$ cat config.mk
export PLATFORM = sky130hd
export DESIGN_NAME = i2c_txn_sequencer
export DESIGN_NICKNAME = d
export VERILOG_FILES = /design/src/rtl/i2c_seq_pkg.sv /design/src/rtl/i2c_seq_timer.sv /design/src/rtl/i2c_txn_sequencer.sv
export SDC_FILE = /design/constraint.sdc
export NUM_CORES = 1
export LEC_CHECK = 0
export CAP_MARGIN = 20
export CELL_PAD_IN_SITES_DETAIL_PLACEMENT = 0
export CELL_PAD_IN_SITES_GLOBAL_PLACEMENT = 1
export CORE_MARGIN = 3
export CORE_UTILIZATION = 34
export DETAILED_ROUTE_END_ITERATION = 12
export GPL_TIMING_DRIVEN = 1
export PLACE_DENSITY_LB_ADDON = 0.08
export SLEW_MARGIN = 5
export SYNTH_ARGS = -nofsm -noshare
export SYNTH_HDL_FRONTEND = slang
export SYNTH_HIERARCHICAL = 1
export SYNTH_SLANG_ARGS = --single-unit
export TNS_END_PERCENT = 30
$ cat constraint.sdc
create_clock -name clk -period 1.7 [get_ports clk]
set_input_delay 0.425 -clock clk [delete_from_list [all_inputs] [get_ports clk]]
set_output_delay 0.425 -clock clk [all_outputs]
set_load 0.1 [all_outputs]
$ cat src/rtl/i2c_seq_pkg.sv
// Shared types for the I2C transaction sequencer: core byte-ops, FSM states, error codes.
package i2c_seq_pkg;

    typedef enum logic [2:0] {
        OpStart   = 3'd0,
        OpRestart = 3'd1,
        OpWrite   = 3'd2,
        OpRead    = 3'd3,
        OpStop    = 3'd4
    } core_op_e;

    typedef enum logic [3:0] {
        StIdle,
        StStart,
        StAddrW,
        StReg,
        StWdata,
        StRestart,
        StAddrR,
        StRdata,
        StRdHold,
        StStop,
        StFinish
    } state_e;

    localparam logic [1:0] ErrNone     = 2'd0;
    localparam logic [1:0] ErrAddrNack = 2'd1;
    localparam logic [1:0] ErrDataNack = 2'd2;
    localparam logic [1:0] ErrTimeout  = 2'd3;

endpackage

$ cat src/rtl/i2c_seq_timer.sv
// Per-op watchdog for the I2C sequencer; only instantiated when I2C_SEQ_TIMEOUT_EN is defined.
module i2c_seq_timer #(
    parameter int unsigned TIMEOUT_CYC = 60000
) (
    input  logic clk,
    input  logic rst,
    input  logic load,
    input  logic run,
    output logic expired
);

    localparam int unsigned CntW = $clog2(TIMEOUT_CYC + 1);
    localparam logic [CntW-1:0] Reload = CntW'(TIMEOUT_CYC - 1);

    logic [CntW-1:0] cnt_q, cnt_d;

    always_comb begin
        cnt_d = cnt_q;
        if (load) begin
            cnt_d = Reload;
        end else if (run && (cnt_q != '0)) begin
            cnt_d = cnt_q - CntW'(1);
        end
    end

    always_ff @(posedge clk) begin
        if (rst) begin
            cnt_q <= '0;
        end else begin
            cnt_q <= cnt_d;
        end
    end

    // The load cycle counts as the first cycle of the budget.
    assign expired = run && !load && (cnt_q == '0);

endmodule

$ cat src/rtl/i2c_txn_sequencer.sv
// Register-level I2C transaction sequencer driving a byte-op master core.
// Optional per-op watchdog enabled by defining I2C_SEQ_TIMEOUT_EN.
module i2c_txn_sequencer
    import i2c_seq_pkg::*;
#(
    parameter int unsigned TIMEOUT_CYC = 60000
) (
    input  logic       clk,
    input  logic       rst,
    input  logic       cmd_valid,
    output logic       cmd_ready,
    input  logic       cmd_rw,
    input  logic [6:0] cmd_addr7,
    input  logic [7:0] cmd_reg,
    input  logic [7:0] cmd_len,
    input  logic [7:0] wr_data,
    input  logic       wr_valid,
    output logic       wr_ready,
    output logic [7:0] rd_data,
    output logic       rd_valid,
    input  logic       rd_ready,
    output logic [2:0] core_op,
    output logic       core_op_valid,
    output logic [7:0] core_tx,
    output logic       core_mnack,
    input  logic       core_done,
    input  logic [7:0] core_rx,
    input  logic       core_sack,
    output logic       busy,
    output logic       done,
    output logic       err,
    output logic [1:0] err_code
);

    state_e     state_q, state_d;
    logic       issued_q, issued_d;
    logic       rw_q, rw_d;
    logic [6:0] addr_q, addr_d;
    logic [7:0] reg_q, reg_d;
    logic [7:0] cnt_q, cnt_d;
    logic [1:0] code_q, code_d;
    logic       op_valid_q, op_valid_d;
    core_op_e   op_q, op_d;
    logic [7:0] tx_q, tx_d;
    logic       mnack_q, mnack_d;
    logic [7:0] rd_data_q, rd_data_d;
    logic       tmo_q, tmo_d;

    logic       want_issue;
    core_op_e   want_op;
    logic [7:0] want_tx;
    logic       want_mn;
    logic       op_done;
    logic       tmo_expired;

    assign op_done = issued_q && core_done;

`ifdef I2C_SEQ_TIMEOUT_EN
    i2c_seq_timer #(
        .TIMEOUT_CYC(TIMEOUT_CYC)
    ) u_timer (
        .clk    (clk),
        .rst    (rst),
        .load   (op_valid_q),
        .run    (issued_q && !core_done),
        .expired(tmo_expired)
    );
`else
    // Without the watchdog the block waits on core_done forever.
    assign tmo_expired = (TIMEOUT_CYC == 32'd0) && 1'b0;
`endif

    always_comb begin
        state_d    = state_q;
        issued_d   = issued_q;
        rw_d       = rw_q;
        addr_d     = addr_q;
        reg_d      = reg_q;
        cnt_d      = cnt_q;
        code_d     = code_q;
        op_valid_d = 1'b0;
        op_d       = op_q;
        tx_d       = tx_q;
        mnack_d    = mnack_q;
        rd_data_d  = rd_data_q;
        tmo_d      = 1'b0;
        want_issue = 1'b0;
        want_op    = OpStart;
        want_tx    = tx_q;
        want_mn    = 1'b0;
        cmd_ready  = 1'b0;
        wr_ready   = 1'b0;

        unique case (state_q)
            StIdle: begin
                cmd_ready = 1'b1;
                issued_d  = 1'b0;
                if (cmd_valid) begin
                    rw_d    = cmd_rw;
                    addr_d  = cmd_addr7;
                    reg_d   = cmd_reg;
                    cnt_d   = cmd_len;
                    code_d  = ErrNone;
                    state_d = StStart;
                end
            end
            StStart: begin
                want_issue = 1'b1;
                want_op    = OpStart;
                if (op_done) state_d = StAddrW;
            end
            StAddrW: begin
                want_issue = 1'b1;
                want_op    = OpWrite;
                want_tx    = {addr_q, 1'b0};
                if (op_done) begin
                    if (core_sack) begin
                        code_d  = ErrAddrNack;
                        state_d = StStop;
                    end else begin
                        state_d = StReg;
                    end
                end
            end
            StReg: begin
                want_issue = 1'b1;
                want_op    = OpWrite;
                want_tx    = reg_q;
                if (op_done) begin
                    if (core_sack) begin
                        code_d  = ErrDataNack;
                        state_d = StStop;
                    end else if (cnt_q == 8'd0) begin
                        state_d = StStop;
                    end else begin
                        state_d = rw_q ? StRestart : StWdata;
                    end
                end
            end
            StWdata: begin
                // The op waits for a payload byte; wr_ready marks the cycle it is captured.
                want_issue = wr_valid;
                want_op    = OpWrite;
                want_tx    = wr_data;
                wr_ready   = !issued_q && wr_valid;
                if (op_done) begin
                    cnt_d = cnt_q - 8'd1;
                    if (core_sack) begin
                        code_d  = ErrDataNack;
                        state_d = StStop;
                    end else if (cnt_q == 8'd1) begin
                        state_d = StStop;
                    end
                end
            end
            StRestart: begin
                want_issue = 1'b1;
                want_op    = OpRestart;
                if (op_done) state_d = StAddrR;
            end
            StAddrR: begin
                want_issue = 1'b1;
                want_op    = OpWrite;
                want_tx    = {addr_q, 1'b1};
                if (op_done) begin
                    if (core_sack) begin
                        code_d  = ErrAddrNack;
                        state_d = StStop;
                    end else begin
                        state_d = StRdata;
                    end
                end
            end
            StRdata: begin
                want_issue = 1'b1;
                want_op    = OpRead;
                want_mn    = (cnt_q == 8'd1);
                if (op_done) begin
                    rd_data_d = core_rx;
                    cnt_d     = cnt_q - 8'd1;
                    state_d   = StRdHold;
                end
            end
            StRdHold: begin
                if (rd_ready) state_d = (cnt_q == 8'd0) ? StStop : StRdata;
            end
            StStop: begin
                want_issue = 1'b1;
                want_op    = OpStop;
                if (op_done) state_d = StFinish;
            end
            StFinish: begin
                state_d = StIdle;
            end
            default: begin
                state_d = StIdle;
            end
        endcase

        if (want_issue && !issued_q) begin
            op_valid_d = 1'b1;
            op_d       = want_op;
            tx_d       = want_tx;
            mnack_d    = want_mn;
            issued_d   = 1'b1;
        end
        if (op_done) issued_d = 1'b0;

        // A stuck core abandons the transfer outright; STOP would just hang too.
        if (tmo_expired) begin
            state_d    = StIdle;
            issued_d   = 1'b0;
            op_valid_d = 1'b0;
            tmo_d      = 1'b1;
        end
    end

    always_ff @(posedge clk) begin
        if (rst) begin
            state_q    <= StIdle;
            issued_q   <= 1'b0;
            rw_q       <= 1'b0;
            addr_q     <= '0;
            reg_q      <= '0;
            cnt_q      <= '0;
            code_q     <= ErrNone;
            op_valid_q <= 1'b0;
            op_q       <= OpStart;
            tx_q       <= '0;
            mnack_q    <= 1'b0;
            rd_data_q  <= '0;
            tmo_q      <= 1'b0;
        end else begin
            state_q    <= state_d;
            issued_q   <= issued_d;
            rw_q       <= rw_d;
            addr_q     <= addr_d;
            reg_q      <= reg_d;
            cnt_q      <= cnt_d;
            code_q     <= code_d;
            op_valid_q <= op_valid_d;
            op_q       <= op_d;
            tx_q       <= tx_d;
            mnack_q    <= mnack_d;
            rd_data_q  <= rd_data_d;
            tmo_q      <= tmo_d;
        end
    end

    assign busy          = (state_q != StIdle);
    assign rd_valid      = (state_q == StRdHold);
    assign rd_data       = rd_data_q;
    assign core_op       = op_q;
    assign core_op_valid = op_valid_q;
    assign core_tx       = tx_q;
    assign core_mnack    = mnack_q;
    assign done          = (state_q == StFinish) && (code_q == ErrNone);
    assign err           = ((state_q == StFinish) && (code_q != ErrNone)) || tmo_q;
    assign err_code      = tmo_q ? ErrTimeout : ((state_q == StFinish) ? code_q : ErrNone);

endmodule

==> results.json, run 1 <==
{
  "final_net_count": 492,
  "synth.top_cell.area_share_pct": 39.7,
  "clock_latency_ns": 0.32,
  "crit_path_end_kind": "output pin",
  "synthesis.instances": 320,
  "post-dp-hpwl_um": 5730,
  "clockRootBuffer": "clkbuf_8",
  "synth.top_cells.by_area": "dfxtp_1, nand2_1, a21oi_1",
  "ioPinCount": 76,
  "yosysWarningCount": 6,
  "relSlewSlack_pct": 78.2,
  "setup_viol": 16,
  "grt-ovfl-total": 0,
  "longest_clk_path_bufs": 2,
  "layout.cells.most_common_list": "nand2_1, dfxtp_1, clkdlybuf4s50_1, buf_4, nor2_1",
  "remaining_drc_errors": 0,
  "cp.required_ns": 1.27,
  "floorplan.rows": 31,
  "drv.max_cap_violation_count": 0,
  "path_cells": "and2b_2 > buf_6 > nand2b_4 > nor3_4 > buf_12",
  "netlist-cell-type-count": 59,
  "cp-start-kind": "register",
  "top_layer_used": "met4",
  "vdd.ir_drop.worst_uv": 779,
  "power.leakage_nw": 1.71,
  "dpl-instance-area_um2": 4110,
  "cpMaxStageDelayCell": "dfxtp_4",
  "cts_tree": "yes",
  "clock_tree.htree_level_count": 2,
  "synth_flop_cell": "dfxtp_1",
  "hold_path.class": "reg2reg",
  "dr.first_iter.drc_count": 100,
  "worst-endpoint-arrival_ns": 1.48,
  "layout_worst_path_cycle_share_pct": 112,
  "synth_top_area_cell": "dfxtp_1",
  "floorplan.die.width_um": 93.8,
  "final_critical_path_required_period_ns": 1.91,
  "total_routing_usage_reported_by_global_routing_pct": 18.6,
  "area.growth.synth_to_final_pct": 70.4,
  "antennaDiodeCount": 0,
  "die_y_um": 93.8,
  "worst_slew_pin_slew_ns": 0.328,
  "drtPass1Iterations": 4,
  "viasPerCell": 5.04,
  "avgRoutedWirePerCell_um": 14.8,
  "timing.final.max_slew_violations": 0,
  "met3_wirelength_um": 417,
  "inserted_clock_buffers": 5,
  "syn_area_per_cell_um2": 8.20,
  "critical_path.n_buffers_inverters": 2,
  "synth_enable_flop_cells": 0,
  "synth_async_sr_flop_share_pct": 0,
  "timing_hold_violations_final": 0,
  "number_of_global_route_vias_before_repair": 2694,
  "final_common_cell": "nand2_1",
  "syn-num-nets": 370,
  "design.die.area_um2": 8800,
  "post-place-cells": 519,
  "final_util_pct": 60.6,
  "routed-wl-met2_um": 3850,
  "worst_path_largest_cell_delay_ns": 0.38,
  "cellPowerDensity_nw_per_um2": 1460,
  "clock_sink_count": 52,
  "finish.cell_count_without_fillers": 542,
  "synth.ff_latch_count": 52,
  "yosysSeqAreaShare_pct": 39.7,
  "core-area_um2": 7370,
  "finClkSkew_ns": 0.0195,
  "crit_fanout": 4,
  "unrepaired_setup_endpoints_after_global_routing": "true",
  "fin_ws_ns": -0.206,
  "grt_first_pass_wirelength_um": 12900,
  "floorplan.initialDensity_pct": 35.6,
  "failed_checks": "setup timing",
  "timing_worst_setup_path_type": "reg2out",
  "drt.antenna.violating_nets": 0,
  "number_of_antenna_violations_at_the_first_check_in_global_routing": 0,
  "wirelength_um": 8010,
  "clock.fmax_mhz": 525,
  "final_area_um2": 4470,
  "dr_total_vias": 2734,
  "routedLengthMet1_um": 3640,
  "gpl.final_weighted_congestion": 0.822,
  "top_family_by_delay_on_critical_path": "simple AND/OR/NAND/NOR gates",
  "grt_start_max_net_pins": 29,
  "share_of_post_route_cells_with_drive_strength_above_1_pct": 30.7,
  "clock_pin_slew_of_the_registers_on_the_worst_case_setup_and_hold_paths_ns": 0.11,
  "status": "complete, but fails checks",
  "pre_cts_slack_ns": -0.297,
  "syn-cell-area_um2": 2620,
  "io_buffers": 75
}
final timing paths:
path | from | end | slack [ns] | cells past startpoint
worst max-delay path | state_q[2] | done | -0.21 | 5
worst min-delay path | reg_q[3] | reg_q[3] | 0.46 | 2
worst min register to register | reg_q[3] | reg_q[3] | 0.46 | 2
worst max register to register | state_q[0] | core_tx[4] | -0.04 | 8
registers in the layout, summed over array words and instances (netlist names):
signal,cells
core_op_valid,1
rd_data,8
addr_q,7
rw_q,1
issued_q,1
core_op,3
state_q,4
cnt_q,8
code_q,2
core_tx,8
core_mnack,1
reg_q,8
stage by stage:
step                setup TNS, ns  hold WS [ns]  total power [mW]
detailed placement          -6.57         0.446              5.35
floorplan                   -3.95         0.434              3.94
global route                -2.61         0.488              6.93
finish                      -1.30         0.456              6.53
global placement            -6.26         0.443              5.33
CTS                         -1.16         0.461              6.34
synthesized netlist by cell type, types with 2 or more instances:
library cell  instances
buf_6                 3
o21ai_1               4
and2b_1               2
a21o_1                2
or2_1                 2
inv_1                 5
o211ai_1              5
nand2b_1              2
buf_4                 2
a22oi_1              10
a31oi_1               2
o21ai_0               6
and3b_1               2
nor3_2                2
nand3b_1              2
dfxtp_1              52
nor2b_1               3
a32o_1                2
a21oi_1              31
and2_1                6
buf_2                 8
ha_1                  3
clkbuf_1              6
a32oi_1               2
o221ai_1              2
nand3_1               5
o31a_1                2
nor3_1                5
a311oi_1              7
nand2_1              58
and3_1                2
mux2i_1              11
nor2_1               38
worst reg2reg max path, delay by kind of cell (launching register included):
kind            cells  cell delay (ns)
compound gates      2             0.30
simple gates        3             0.51
buf+inv             3             0.51
flops               1             0.35
power breakdown:
group | switching (mW) | leakage, nW | internal (mW) | total (mW)
clock network | 0.439 | 0.0414 | 0.294 | 0.733
registers | 0.185 | 0.426 | 1.45 | 1.64
logic | 2.29 | 1.25 | 1.86 | 4.16
final cells by class:
type	instances	area [um^2]
clock buffer	6	72.6
clock inverter	2	16.3
fill	657	2900
inverter	6	35.0
multi-input combinational	243	1590
sequential	52	1050
tap	99	124
timing repair buffer	134	1580
what timing repair did:
action                                  in CTS  in global routing
buffers inserted                            11                  2
endpoints found under the setup margin      25                 54
hold buffers                                 0                  0
gates resized for setup                     20                 20
pin swaps                                   11                 13
cloned                                       0                  2
cell families (layout without fill, tap and decap cells):
kind of cell / count (synthesis) / in the layout / synth area share, %
buffers and inverters: 26 / 148 / 5.30
multiplexers: 12 / 12 / 4.63
AND/OR/NAND/NOR: 141 / 141 / 26.5
adder cells (fa/ha/maj): 3 / 3 / 1.43
XOR/XNOR: 1 / 1 / 0.334
flip-flops: 52 / 52 / 39.7
AO/OA/AOI/OAI: 85 / 86 / 22.1
metal layers:
layer  global-route usage [%]  vias to the layer above
met5                        0                        -
li1                         -                     1371
met2                     31.0                       69
met4                     4.69                        0
met1                     24.0                     1282
met3                     4.49                       12
No activity file was read; power rests on OpenSTA's default activity.
==> run 2: changes to the inputs <==
--- a/config.mk
+++ b/config.mk
@@ -12,6 +12,8 @@
 export CORE_UTILIZATION = 34
 export DETAILED_ROUTE_END_ITERATION = 12
 export GPL_TIMING_DRIVEN = 1
+export HOLD_SLACK_MARGIN = 0.02
+export MAX_ROUTING_LAYER = met4
 export PLACE_DENSITY_LB_ADDON = 0.08
 export SLEW_MARGIN = 5
 export SYNTH_ARGS = -nofsm -noshare
==> run 2 against run 1 <==
Compared with the run above:
- the flow still finishes with violations (setup timing)
- sequential cell count did not move
- hold slack gained 0.0038 ns
- sequential power about the same
- register-to-register slack got worse by 0.14 ns
- clock power increased by 1%
- wire length is 0.60% lower
- die area is the same
- maximum frequency increased by 0.75%
- via count shrank 0.99%
==> results.json, run 2 (same netlist as run 1, synthesis figures left out) <==
{
  "timing.final.max_slew_violations": 0,
  "final_util_pct": 61.1,
  "finClkSkew_ns": 0.0127,
  "relSlewSlack_pct": 77.1,
  "remaining_drc_errors": 0,
  "cellPowerDensity_nw_per_um2": 1480,
  "nFillCells": 652,
  "power.leakage_nw": 1.75,
  "holdWs_ns": 0.460,
  "dr_total_vias": 2707,
  "failed_checks": "setup timing",
  "drtPass1Iterations": 4,
  "core-area_um2": 7370,
  "timing.reg2reg.setup_slack_ns": -0.18,
  "layout.cells.most_common_list": "nand2_1, buf_4, dfxtp_1, clkdlybuf4s50_1, nor2_1",
  "grt_start_max_net_pins": 29,
  "final_critical_path_required_period_ns": 1.89,
  "wirelength_um": 7960,
  "vdd.ir_drop.worst_uv": 587,
  "dr.first_iter.drc_count": 65,
  "total_routing_usage_reported_by_global_routing_pct": 18.1,
  "clockRootBuffer": "clkbuf_8",
  "clock_latency_ns": 0.31,
  "worst_r2r_path_depth": 10,
  "gpl.final_weighted_congestion": 0.820,
  "crit_path_end_kind": "output pin",
  "worstReg2RegEnd": "core_tx[5]",
  "inserted_clock_buffers": 5,
  "grt_first_pass_wirelength_um": 12500,
  "worst_slew_pin_slew_ns": 0.339,
  "design_power_total_mw": 6.64,
  "cts.hold.buffers_added": 0,
  "worst_reg2reg_startpoint": "state_q[0]",
  "timing_worst_setup_path_type": "reg2out",
  "hold-path-cell-count": 2,
  "worst-endpoint-arrival_ns": 1.47,
  "drv.max_cap_violation_count": 0,
  "hold_path.class": "reg2reg",
  "layout_worst_path_cycle_share_pct": 111,
  "post-dp-hpwl_um": 5750,
  "io_buffers": 75,
  "worst_path_largest_cell_delay_ns": 0.34,
  "floorplan.rows": 31,
  "unrepaired_setup_endpoints_after_global_routing": "true",
  "fin_ws_ns": -0.191,
  "number_of_global_route_vias_before_repair": 2554,
  "clock_sink_count": 52,
  "design.die.area_um2": 8800,
  "path_cells": "buf_6 > nor4b_4 > and3b_2 > buf_12",
  "share_of_post_route_cells_with_drive_strength_above_1_pct": 31.9,
  "floorplan.die.width_um": 93.8,
  "number_of_antenna_violations_at_the_first_check_in_global_routing": 0,
  "status": "complete, but fails checks",
  "die_y_um": 93.8,
  "floorplan.initialDensity_pct": 35.6,
  "antennaDiodeCount": 0,
  "cp-start-kind": "register",
  "final_net_count": 497,
  "cp.required_ns": 1.27,
  "avgRoutedWirePerCell_um": 14.5,
  "area.growth.synth_to_final_pct": 71.6,
  "drt.antenna.violating_nets": 0,
  "clock.fmax_mhz": 529,
  "ioPinCount": 76,
  "setup_viol": 18,
  "timing_hold_violations_final": 0,
  "cts_tree": "yes",
  "worstHoldStart": "reg_q[3]",
  "viasPerCell": 4.95,
  "final_common_cell": "nand2_1",
  "crit_fanout": 5,
  "clock_pin_slew_of_the_registers_on_the_worst_case_setup_and_hold_paths_ns": 0.11,
  "longest_clk_path_bufs": 2,
  "grt-ovfl-total": 0,
  "clock_tree.htree_level_count": 2,
  "worst_hold_path.endpoint": "reg_q[3]",
  "cpMaxStageDelayCell": "dfxtp_2"
}
run 2: cell types whose count changed in the layout (fill, tap and decap cells not counted), sizes merged:
cell      change
clkbuf        -1
clkinvlp      -1
inv           +1
clkinv        +1
a21oi         -1
buf           +6
run 2: through the flow:
step	instances	setup WS [ns]	cell area, um^2	TNS (ns)
after floorplan	320	-0.246	2700	-3.95
after global placement	519	-0.277	4110	-5.66
after CTS	539	-0.187	4330	-1.30
final	547	-0.191	4500	-2.59
after global routing	547	-0.278	4500	-4.20
after detailed placement	519	-0.295	4110	-6.45
run 2: worst max path at each step:
stage,from,to,cells past startpoint
6_report,state_q[0],wr_ready,4
5_1_grt,state_q[0],wr_ready,4
2_1_floorplan,state_q[0],done,4
4_1_cts,state_q[0],wr_ready,4
3_5_place_dp,wr_valid,core_op[1],6
3_3_place_gp,wr_valid,core_op[1],6
run 2: critical path, delay by kind of cell (launching register included):
kind	cells	cell delay (ns)
DFF	1	0.34
and+or+nand+nor	2	0.51
buffers and inverters	2	0.29
run 2: what timing repair did:
item	4_1_cts	5_1_grt
pin swaps	15	14
gates cloned	0	1
buffers inserted	12	7
endpoints found under the setup margin	11	36
resized for setup	16	22
run 2: final cells by class:
cell class / count / area, um^2 / share of cell area, %
tap: 99 / 124 / 2.75
clock buffer: 5 / 68.8 / 1.53
inverter: 6 / 35.0 / 0.779
timing repair buffer: 140 / 1610 / 35.7
multi-input combinational: 242 / 1590 / 35.4
sequential: 52 / 1050 / 23.4
clock inverter: 3 / 22.5 / 0.501
run 2: where the power goes:
part / internal (mW) / total, mW / switching [mW]
Combinational: 1.93 / 4.25 / 2.32
Clock: 0.297 / 0.741 / 0.444
Sequential: 1.45 / 1.65 / 0.193
run 2: layer usage:
layer | track usage, % | part of all wire [%] | wire length [um]
met2 | 28.9 | 49 | 3920
met5 | - | 0 | 0
met4 | 3.01 | 0.50 | 40
met1 | 24.2 | 46 | 3640
met3 | 3.85 | 4.4 | 350
